## config.mk

```make
export PLATFORM = sky130hd
export DESIGN_NAME = jal_issue_buffer
export DESIGN_NICKNAME = d
export VERILOG_FILES = /design/src/rtl/jal_issue_buffer.sv
export SDC_FILE = /design/constraint.sdc
export NUM_CORES = 1
export LEC_CHECK = 0
export BUFFER_PORTS_ARGS = -buffer_cell sky130_fd_sc_hd__buf_4
export CAP_MARGIN = 20
export CORE_MARGIN = 5
export CORE_UTILIZATION = 50
export CTS_CLUSTER_SIZE = 25
export DETAILED_ROUTE_END_ITERATION = 10
export GPL_TIMING_DRIVEN = 0
export MAX_ROUTING_LAYER = met4
export PLACE_DENSITY = 0.78
export SLEW_MARGIN = 5
export SYNTH_ARGS = -nofsm -noshare
export SYNTH_HDL_FRONTEND = slang
export SYNTH_SLANG_ARGS = --single-unit
```

## constraint.sdc

```tcl
create_clock -name CLK -period 1.9 [get_ports CLK]
set_input_delay 0.19 -clock CLK [delete_from_list [all_inputs] [get_ports CLK]]
set_output_delay 0.19 -clock CLK [all_outputs]
set_load 0.01 [all_outputs]
```

## src/rtl/jal_issue_buffer.sv

```systemverilog
// Unordered reservation buffer for JAL/JALR micro-ops between dispatch and the JAL issue stage.
// Latency: a push accepted at edge N is visible in malloc/issue_info after edge N; pops free a slot at the sampling edge.
// Backpressure: full is registered-state only; a push while full, or any push during flush, is dropped.

`ifndef JAL_ISSUE_INFO_DW
`define JAL_ISSUE_INFO_DW 77
`endif
`ifndef JAL_ISSUE_INFO_DP
`define JAL_ISSUE_INFO_DP 4
`endif

module jal_issue_buffer #(
    parameter int DW = `JAL_ISSUE_INFO_DW,
    parameter int DP = `JAL_ISSUE_INFO_DP
) (
    input  logic                  CLK,
    input  logic                  RSTn,
    input  logic                  jal_dispat_push,
    input  logic [DW-1:0]         jal_dispat_info,
    output logic                  jal_buffer_full,
    output logic                  jal_buffer_empty,
    output logic [DP-1:0]         jal_buffer_malloc,
    output logic [DW*DP-1:0]      jal_issue_info,
    input  logic                  jal_buffer_pop,
    input  logic [$clog2(DP)-1:0] jal_buffer_pop_index,
    input  logic                  flush
);

    localparam int IW = $clog2(DP);

    logic [DP-1:0]         malloc_q;
    logic [DP-1:0][DW-1:0] info_q;
    logic [IW-1:0]         push_idx;
    logic                  push_acc;
    logic                  pop_en;

    // Status comes from registered state only, so no input-to-output combinational path exists.
    assign jal_buffer_full   = &malloc_q;
    assign jal_buffer_empty  = ~|malloc_q;
    assign jal_buffer_malloc = malloc_q;
    assign jal_issue_info    = info_q;

    assign push_acc = jal_dispat_push & ~jal_buffer_full & ~flush;
    assign pop_en   = jal_buffer_pop & ~flush;

    // Priority encoder: lowest free slot, computed from pre-pop state so a slot freed this cycle is not reused.
    always_comb begin
        logic found;
        push_idx = '0;
        found    = 1'b0;
        for (int i = 0; i < DP; i++) begin
            if (!malloc_q[i] && !found) begin
                push_idx = IW'(i);
                found    = 1'b1;
            end
        end
    end

    // Allocation bits: flush wins; otherwise pop clears and push sets (push only targets a slot free before this edge).
    always_ff @(posedge CLK or negedge RSTn) begin
        if (!RSTn) begin
            malloc_q <= '0;
        end else if (flush) begin
            malloc_q <= '0;
        end else begin
            if (pop_en) begin
                malloc_q[jal_buffer_pop_index] <= 1'b0;
            end
            if (push_acc) begin
                malloc_q[push_idx] <= 1'b1;
            end
        end
    end

    // Payload storage: written only on an accepted push; pop and flush leave stale data masked by malloc.
    always_ff @(posedge CLK or negedge RSTn) begin
        if (!RSTn) begin
            info_q <= '0;
        end else if (push_acc) begin
            info_q[push_idx] <= jal_dispat_info;
        end
    end

endmodule

```

Yosys cells after proc, flatten, opt, wreduce, memory -nomap -nowiden
Cells that the tools add are included.
- bitwise operators: 8
- magnitude comparators: 4
- reductions and logical operators: 13
- muxes and demuxes: 17
- operators by type and width (operator ; count):
    bitwise mux 308 bit ; 1
    demux 77 bit (select 2 bit) ; 1
    two-way mux 77 bit ; 1
    two-way mux 4 bit ; 4
    zero test 1 bit ; 6
    less-than comparator 2 x 3 -> 1 bit (second input constant) ; 2
    two-way mux 1 bit ; 6
    logical AND 1 bit ; 5
    AND 4 bit ; 1
    demux 1 bit (select 2 bit) ; 2
    greater-or-equal comparator 2 x 1 -> 1 bit (second input constant) ; 2
    two-way mux 2 bit ; 2
    NOT 4 bit ; 1
    bitwise OR 4 bit ; 1
    AND reduction 4 bit ; 1
    OR reduction 4 bit ; 1
    AND 1 bit ; 3
    NOT 1 bit ; 2
- input port bits: 84
- word-level logic and storage cells: 47
- output and inout bits: 314
- flip-flop bits (word level): 312

Longest topological paths before layout
Gate-level depths: netlist of the first run.
- depth after elaboration: 16
- gate-level depth with buffers: 6
- gate-level depth less buffers: 3

Worst setup path after synthesis of the first run
No wires, ideal clock.
- kind: register to register
- start point: reg malloc_q[0] (netlist: jal_buffer_malloc[0])
- end point: reg info_q (netlist bit jal_issue_info[288])
- period minus slack after synthesis: 1.711 ns
- library setup time: 0.127 ns
- cell stages (with the launch flop): 6
- required time: 1.773 ns
- path slack: 0.189 ns
- data arrival time: 1.584 ns
- buffers on the path: 2
- cell sequence: dfrtp_1 nand4b_1 nor3b_2 buf_4 buf_6 mux2_1
- longest elaborated chain between the ends: 13
- elaborated cells on any way between the ends: 21
- classes of those cells: 2 x order compare; 9 x mux; 3 x bitwise; 7 x reduce/logical
- RTL lines (element ; line ; RTL):
    start, declared ; 31 ; logic [DP-1:0] malloc_q;
    start signal, assigned ; 62 ; malloc_q <= '0;
    start signal, assigned ; 64 ; malloc_q <= '0;
    start signal, assigned by index ; 67 ; malloc_q[jal_buffer_pop_index] <= 1'b0;
    two-way mux 1 bit / logical AND 1 bit (equally long branches) ; 52 ; if (!malloc_q[i] && !found) begin
    two-way mux 1 bit ; 52 ;
    zero test 1 bit ; 52 ;
    logical AND 1 bit ; 52 ;
    two-way mux 1 bit ; 52 ;
    zero test 1 bit ; 52 ;
    logical AND 1 bit ; 52 ;
    two-way mux 2 bit ; 52 ;
    less-than comparator 2 x 3 -> 1 bit (implied by the code) / greater-or-equal comparator 2 x 1 -> 1 bit (equally long branches) ; 80 ; info_q[push_idx] <= jal_dispat_info;
    logical AND 1 bit (implied by the code) ; 80 ;
    two-way mux 77 bit (implied by the code) ; 80 ;
    demux 77 bit (select 2 bit) ; 80 ;
    bitwise mux 308 bit ; 80 ;
    end signal, assigned by index ; 80 ;
    end, declared ; 32 ; logic [DP-1:0][DW-1:0] info_q;
Parallel ways exist; a longest one is shown, timed or not.
A chain may end at the register's enable or synchronous reset.

Worst setup path in the final report of the first run
- start point: in flush
- end point: reg info_q (netlist bit jal_issue_info[227])
- longest elaborated chain between the ends: 2
- RTL lines (element ; line ; RTL):
    start, declared ; 26 ; input logic flush
    NOT 1 bit ; 43 ; assign push_acc = jal_dispat_push & ~jal_buffer_full & ~flush;
    AND 1 bit ; 43 ;
Every way passes these cells.

==> results.md, run 1 <==
- On the final layout, the worst clock skew is 12.8 ps.
- Measured along the y axis, the die boundary spans 162 um.
- The first detailed-routing pass took 4 iterations.
- The initialized floorplan defines 55 standard-cell rows.
- The final antenna diode count is 0.
- The internal power of the cells totals 13.4 mW.
- The hold path depth is 3.
- The wire length per cell after detailed routing is 21.3 um.
- The finished layout holds 1,500 standard cells, fillers aside.
- Routability-driven placement finished with a final weighted congestion of 0.787.
- Along the worst path, the maximum fanout reaches 10.
- The first global-routing pass estimated 49,600 um of wire.
- Once layout is done, the placed cells without fillers occupy 17,000 um^2.
- The number of flip-flops and latches in the synthesized netlist is 312.
- The run finished with clean final reports.
- In this design, the largest share of critical-path delay is due to buffers and inverters.
- Dividing the detail-routed via count by the number of cells gives 5.17.
- The clock sink total is 312.
- The start point of the critical path is flush.
- The clock network accounts for 34.7% of the total power.
- The worst path needs 1870 ps of the cycle, external delays included.
- The design draws 18.1 mW.
- The unique cell type count in the Yosys netlist is 19.
- The number of antenna violations at the first check in global routing is 0.
- The maximum vdd ir drop is 0.746 mV.
- The class of the tightest hold or removal check is primary input to flip-flop.
- The portion of total power attributed to combinational logic is 20.6%.
- Global routing consumed, over all layers together, 24.7% of the routing resources.
- Counting tap cells, the placed design contains a total of 1,356 instances.
- In this run, CTS created clock tree buffers numbering 34.
- Counting every net in the synthesized netlist gives 755.
- The worst setup path is launched from a primary input.
- For this run, design rule violations remaining after detail routing come to 0.
- The arrival time of data at the critical path endpoint is 2240 ps.
- No sink is reached through more buffers than the 3 on the longest clock path.
- In this run the critical register-to-register path is launched from jal_buffer_malloc[1]$_DFF_PN0_.
- The total of fill cells in the finished design is 1,405.
- The sequential area share after synthesis is 67.3%.
- The maximum cell stage delay along the critical path is 550 ps.
- The synthesized netlist occupies a cell area of 11,600 um^2.
- Summing all placed instances gives a cell area of 15,000 um^2.
- The share of the clock period used by the worst path after layout is 98.5%.
- At the later pin of the worst-skew pair, clock insertion delay measures 500 ps.
- The fraction of power spent switching nets is 25.9%.
- Compared with the post-synthesis result, the final layout area differs by 46.8%.
- The category of the critical setup timing path is primary input to flip-flop.
- The final setup TNS is 0 ps.
- The endpoint identified for the worst register-to-register timing path is jal_issue_info[227]$_DFFE_PN0P_.
- The total number of yosys warnings is 0.
- The sum of buffers and inverters on the critical path is 5.
- The post-synthesis cell count is 671.
- The share of post-route cells with drive strength above 1 is 64.5%.
- The number of maximum-capacitance constraint violations is 0.
- The final number of hold-violating endpoints is 0.
- The portion of synthesized cell area occupied by the leading cell type is 67.3%.
- The number of nets in the final layout is 1,275.
- After clock tree synthesis, the clock-pin slew on the worst setup and hold paths is 60 ps.
- The worst register-to-register path has a depth of 6.
- The cell with the most instances on the worst path is buf_4.
- For hold timing, the worst endpoint is jal_buffer_malloc[3]$_DFF_PN0_.
- The initial utilization of the core area, before any placement, comes to 51.1%.
- The pin count of the biggest net entering global routing is 112.
- The floorplan step defined a core boundary enclosing 22,700 um^2.
- TritonCTS built the clock tree.
- The boundary pin count is 398.
- The slowest stage of the critical path belongs to the cell dlygate4sd3_1.
- The number of buffer cells added on primary ports is 397.
- Traced cell by cell, the critical path runs through dlygate4sd3_1 > buf_4 > nand4b_1 > buf_4 > nor2_4 > buf_6 > buf_4 > mux2_2.
- For this design the ratio of total power to cell area is 1070 nW/um^2.
- The top cell types in the final layout, fill and taps aside, are buf_4, dfrtp_1, mux2_2, dlygate4sd3_1, clkbuf_16.
- The die outline area is 26,300 um^2.
- The worst hold path begins at jal_buffer_pop_index[1].
- Summing over every cut layer, the via total after detailed routing is 7,756.
- The number of nets still failing antenna checks after routing is 0.
- The final setup violation count is 0.
- Summed over all nets, the switching power comes to 4.70 mW.
- The library cell used most frequently in the layout, excluding fill and tap cells, is buf_4.
- The number of H-tree levels is 2.
- The number of DRC markers in iteration 0 is 239.
- The relative max-transition margin is 62.2%.
- The worst setup path is captured at a flip-flop.
- The floorplan step set the die width to 162 um.
- The slew at the pin with the worst max-slew slack is 566 ps.
- The library cell with the largest summed area after synthesis is dfrtp_1.
- The highest achievable clock rate is 534 MHz.
- Yosys attributes the largest share of cell area to dfrtp_1, mux2_2, mux2_1, buf_2, buf_4.
- The clock tree root buffer cell is clkbuf_16.
- The wire-length estimate of the detail-placed layout is 22,400 um.
- The number of global-route vias before repair was 8,693.
- The final number of max-transition violations is 0.
- The register-to-register setup slack is 70 ps.
- For this run the aggregate overflow at the end of global routing stands at 0.
- In this run the mean area of a mapped cell was 17.3 um^2.
- The leakage power is 8.57 nW.
- The required arrival time at the worst endpoint is 2270 ps.
- The relative contribution of sequential cells to total power is 44.7%.
- The total detailed-routing wirelength is 31,900 um.
==> cells by family after synthesis <==
logic type | count (synthesis) | share of synthesized area, %
AOI/OAI and AO/OA | 3 | 0.194
buffers and inverters | 34 | 1.67
DFF | 312 | 67.3
muxes | 308 | 29.9
and+or+nand+nor | 14 | 0.928
==> sequential cells by signal (all words and copies together), names as in the netlist <==
signal / flops
jal_buffer_malloc: 4
jal_issue_info: 308
==> synthesized netlist by cell type <==
library cell,instances
buf_4,5
nor2_2,1
nand3_1,1
nand3b_1,2
dfrtp_1,312
nor4_1,1
buf_2,26
buf_6,2
nor4bb_1,2
and4_1,1
a31o_2,2
nor3_1,1
a21oi_1,1
inv_1,1
nor2_1,2
nor3b_2,2
mux2_2,287
nand4b_1,1
mux2_1,21
==> power by group through the flow <==
| stage | Combinational, mW | Sequential (mW) | Clock [mW] |
|---|---|---|---|
| after global routing | 3.98 | 8.23 | 6.71 |
| after floorplan | 0.920 | 8.61 | 0 |
| after CTS | 3.77 | 8.11 | 6.42 |
| after detailed placement | 3.60 | 8.21 | 0 |
| final | 3.74 | 8.12 | 6.29 |
| after global placement | 3.51 | 8.17 | 0 |
==> metrics by stage <==
stage	util [%]	setup slack, ps	hold WS (ps)
2_1_floorplan	-	189	-106
3_3_place_gp	65.8	-2140	402
3_5_place_dp	66.2	-351	108
4_1_cts	74.8	7.25	31.5
5_1_grt	75.0	-18.1	44.8
6_report	75.0	27.9	55.3
==> per-layer routing <==
layer  vias to the layer above  wire (um)  GRT usage, %
met5                         -          0             -
li1                       3424          -             -
met3                        92       2260          6.32
met4                         0       1550          11.1
met1                      3932      11800          28.3
met2                       308      16300          41.2
==> final cells by class <==
type	count	area (um^2)	share of cell area, %
buffer	33	249	1.46
clock inverter	11	55.1	0.323
tap	285	357	2.09
timing repair buffer	484	3910	23.0
clock buffer	49	1020	6.00
multi-input combinational	325	3620	21.2
sequential	312	7810	45.9
inverter	1	3.75	0.0220
==> worst min-delay path, stage by stage <==
cell and delay (ps):
buf_4 120, nand3_1 60, a31o_2 140
==> worst max path at each step <==
| stage | endpoint | cells past startpoint |
|---|---|---|
| detailed placement | jal_issue_info[290]$_DFFE_PN0P_ | 5 |
| floorplan | jal_issue_info[288]$_DFFE_PN0P_ | 5 |
| global route | jal_issue_info[229]$_DFFE_PN0P_ | 8 |
| global placement | jal_issue_info[13]$_DFFE_PN0P_ | 1 |
| finish | jal_issue_info[227]$_DFFE_PN0P_ | 8 |
| CTS | jal_issue_info[152]$_DFFE_PN0P_ | 5 |
==> timing repair <==
item | in CTS | in global routing
pin swaps | 3 | 0
hold buffers | 80 | 0
gates resized for setup | 10 | 16
endpoints found under the hold margin | 377 | 0
endpoints found under the setup margin | 204 | 138
buffers inserted | 4 | 0
Power figures use the tool's default switching activity.
==> run 2: changes to the inputs <==
- CORE_UTILIZATION: 50 -> 54
- PLACE_DENSITY: 0.78 -> 0.83
- RECOVER_POWER: default -> 100
- clock period: 1.9 -> 2.3 ns (I/O delays scaled with it)
==> run 2 against run 1 <==
Cell area fell by 8.6%. Clock power fell by 24%. Die area fell by 7.0%. Sequential share of layout area rose by 4.3 points. Power fell by 23%. Critical path depth fell by 3. Combinational power fell by 34%. Non-clock buffer count fell by 4. Critical path type is now flip-flop to flip-flop. Highest routed layer unchanged.
==> results.md, run 2 (same netlist as run 1, synthesis figures left out) <==
- The total congestion overflow after global routing is 0 (unchanged).
- The startpoint identified for the worst hold timing path is jal_buffer_pop_index[1].
- The number of nets in the final layout is 1,268 (-0.55%).
- The detailed-route via count was 7,813 (+0.73%).
- The worst clock skew was 15.2 ps (+2.37 ps).
- The minimum clock period is 2160 ps.
- The placer congestion estimate came to 0.791 (+0.48%).
- The number of search-and-repair iterations in the first detailed-routing pass was 4 (unchanged).
- The final number of max-transition violations is 0 (unchanged).
- The number of antenna violations at the first check in global routing is 0 (unchanged).
- TritonCTS built the clock tree.
- The number of placement rows is 53 (-3.6%).
- The wire length per cell after detailed routing is 22.7 um (+6.5%).
- The flip-flop count of the largest register, all copies and words added is 308 (unchanged).
- The number of nets still failing antenna checks after routing is 0 (unchanged).
- STA classifies the critical path endpoint as a flip-flop.
- The worst register-to-register path begins at jal_buffer_malloc[0]$_DFF_PN0_.
- The final antenna diode count was 0 (unchanged).
- The number of H-tree levels is 1 (-1).
- The horizontal extent of the die was 157 um (-3.5%).
- The total power divided by cell area came to 894 nW/um^2 (-16%).
- Tracing the worst setup path back leads to its startpoint at jal_buffer_malloc[0]$_DFF_PN0_.
- The leakage power was 7.18 nW (-16%).
- The final setup violation count is 0 (unchanged).
- The HPWL reported at the end of detailed placement is 22,900 um (+2.2%).
- The clock latency at the later pin of the worst-skew pair came to 540 ps (+40 ps).
- The share of the clock period used by the worst path after layout is 94.0%.
- The slowest stage of the critical path is the dfrtp_1 cell.
- The required arrival time at the worst endpoint is 2710 ps (+440 ps).
- The die height is 157 um (-3.5%).
- The area growth from synthesis to layout is 34.2%.
- The worst hold slack after final layout came to 41.0 ps (-14.3 ps).
- The number of buffers added by the clock tree synthesis step is 31 (-8.8%).
- The final setup TNS is 0 ps (unchanged).
- The final number of hold-violating endpoints is 0 (unchanged).
- The clock transition time at the flip-flop clock pins of the worst setup and hold paths is 60 ps (about the same).
- The starting utilization of the core area is 55.0% (+3.9 points).
- The library cell used most frequently in the layout, excluding fill and tap cells, is clkbuf_1.
- The die outline area is 24,500 um^2 (-7.0%).
- The arrival time of data at the critical path endpoint is 2570 ps (+330 ps).
- The number of buffer cells added on primary ports is 397 (unchanged).
- Based on the critical path, the design can be clocked at up to 462 MHz.
- The boundary pin count came to 398 (unchanged).
- The average vias per placed instance is 5.28 (+2.2%).
- The number of maximum-capacitance constraint violations was 0 (unchanged).
- Traced cell by cell, the critical path runs through nand4b_1 > nor3b_4 > buf_4 > buf_6 > mux2_1.
- The setup fix buffers added after clock tree synthesis is 0 (-4).
- The run finished with clean final reports.
- Setup repair after global routing left no endpoint under its margin.
- The critical path startpoint category is a flip-flop.
- The count of unresolved DRC violations after routing is 0 (unchanged).
- The deepest clock path buffer count is 3 (unchanged).
- The largest fanout on the critical path is 10 (unchanged).
- The total detailed-routing wirelength is 33,500 um (+5.0%).
- The maximum vdd ir drop is 0.734 mV (-1.6%).
- The core utilization of the finished layout is 73.8% (-1.2 points).
- The slew at the pin with the worst max-slew slack is 785 ps (+219 ps).
- The tightest min-delay check is of the primary input to flip-flop type.
- The clock tree root buffer cell is clkbuf_16.
- The relative max-transition margin is 47.6% (-15 points).
- The pin count of the biggest net entering global routing came to 114 (+1.8%).
- The share of post-route cells with drive strength above 1 is 36.5% (-28 points).
- In the layout the commonest cells are clkbuf_1, dfrtp_1, mux2_2, buf_4, dlygate4sd3_1.
- The number of global-route vias before repair came to 8,952 (+3.0%).
- The clock sink total is 312 (unchanged).
- The total global routing track utilization is 28.2% (+3.5 points).
- The maximum cell stage delay along the critical path came to 490 ps (-60 ps).
- The worst setup path is of the flip-flop to flip-flop kind.
- The number of DRC markers in iteration 0 is 306 (+28%).
- The placeable core region is 21,100 um^2 (-7.1%).
- The first-pass GRT wire length came to 52,000 um (+4.9%).
[run 2: report_power, final]
part / switching [mW] / total [mW] / internal [mW]
combinational: 1.36 / 2.46 / 1.10
sequential: 0.442 / 6.71 / 6.27
clock: 2.03 / 4.75 / 2.72
[run 2: metrics by stage]
step / std cells / cell area (um^2) / setup WS, ps / power [mW]
floorplan: 671 / 11600 / 589 / 7.87
global placement: 1343 / 14900 / -1750 / 9.64
detailed placement: 1346 / 15000 / 49.4 / 9.77
CTS: 1479 / 16800 / 17.3 / 14.6
global route: 1479 / 15600 / 20.9 / 14.5
finish: 1479 / 15600 / 138 / 13.9
[run 2: area by class of cell]
class / count / area, um^2
Clock inverter: 4 / 20.0
Tap cell: 275 / 344
Sequential cell: 312 / 7810
Fill cell: 1584 / 5520
Inverter: 1 / 3.75
Timing Repair Buffer: 480 / 2680
Multi-Input combinational cell: 325 / 3610
Clock buffer: 49 / 923
Buffer: 33 / 175
[run 2: routing by layer]
layer  GRT usage [%]  up-vias  part of all wire [%]
met5               -        -                     0
met4            12.7        0                   5.4
met3            7.55      106                   7.2
met2            47.4      299                    51
met1            31.5     3997                    36
li1                -     3411                     -
[run 2: repair_timing]
item                       CTS  global route
setup endpoints to repair    0            13
hold buffers                80             0
gates resized for setup      0             2
hold endpoints to repair   539             0
[run 2: final timing paths]
check | endpoint | slack [ps] | cells after the start
max in group asynchronous | jal_issue_info[31]$_DFFE_PN0P_ | 630 | 4
max reg2reg | jal_issue_info[297]$_DFFE_PN0P_ | 140 | 5
max | jal_issue_info[297]$_DFFE_PN0P_ | 140 | 5
min reg2reg | jal_issue_info[292]$_DFFE_PN0P_ | 490 | 1
min in group asynchronous | jal_issue_info[70]$_DFFE_PN0P_ | 290 | 2
min | jal_buffer_malloc[3]$_DFF_PN0_ | 40 | 3
[run 2: worst max-delay path: cells and delay by family, from the launching register on]
| kind | cells | cell delay (ps) |
|---|---|---|
| multiplexers | 1 | 350 |
| buffers and inverters | 2 | 480 |
| flip-flops | 1 | 490 |
| AND/OR/NAND/NOR | 2 | 700 |
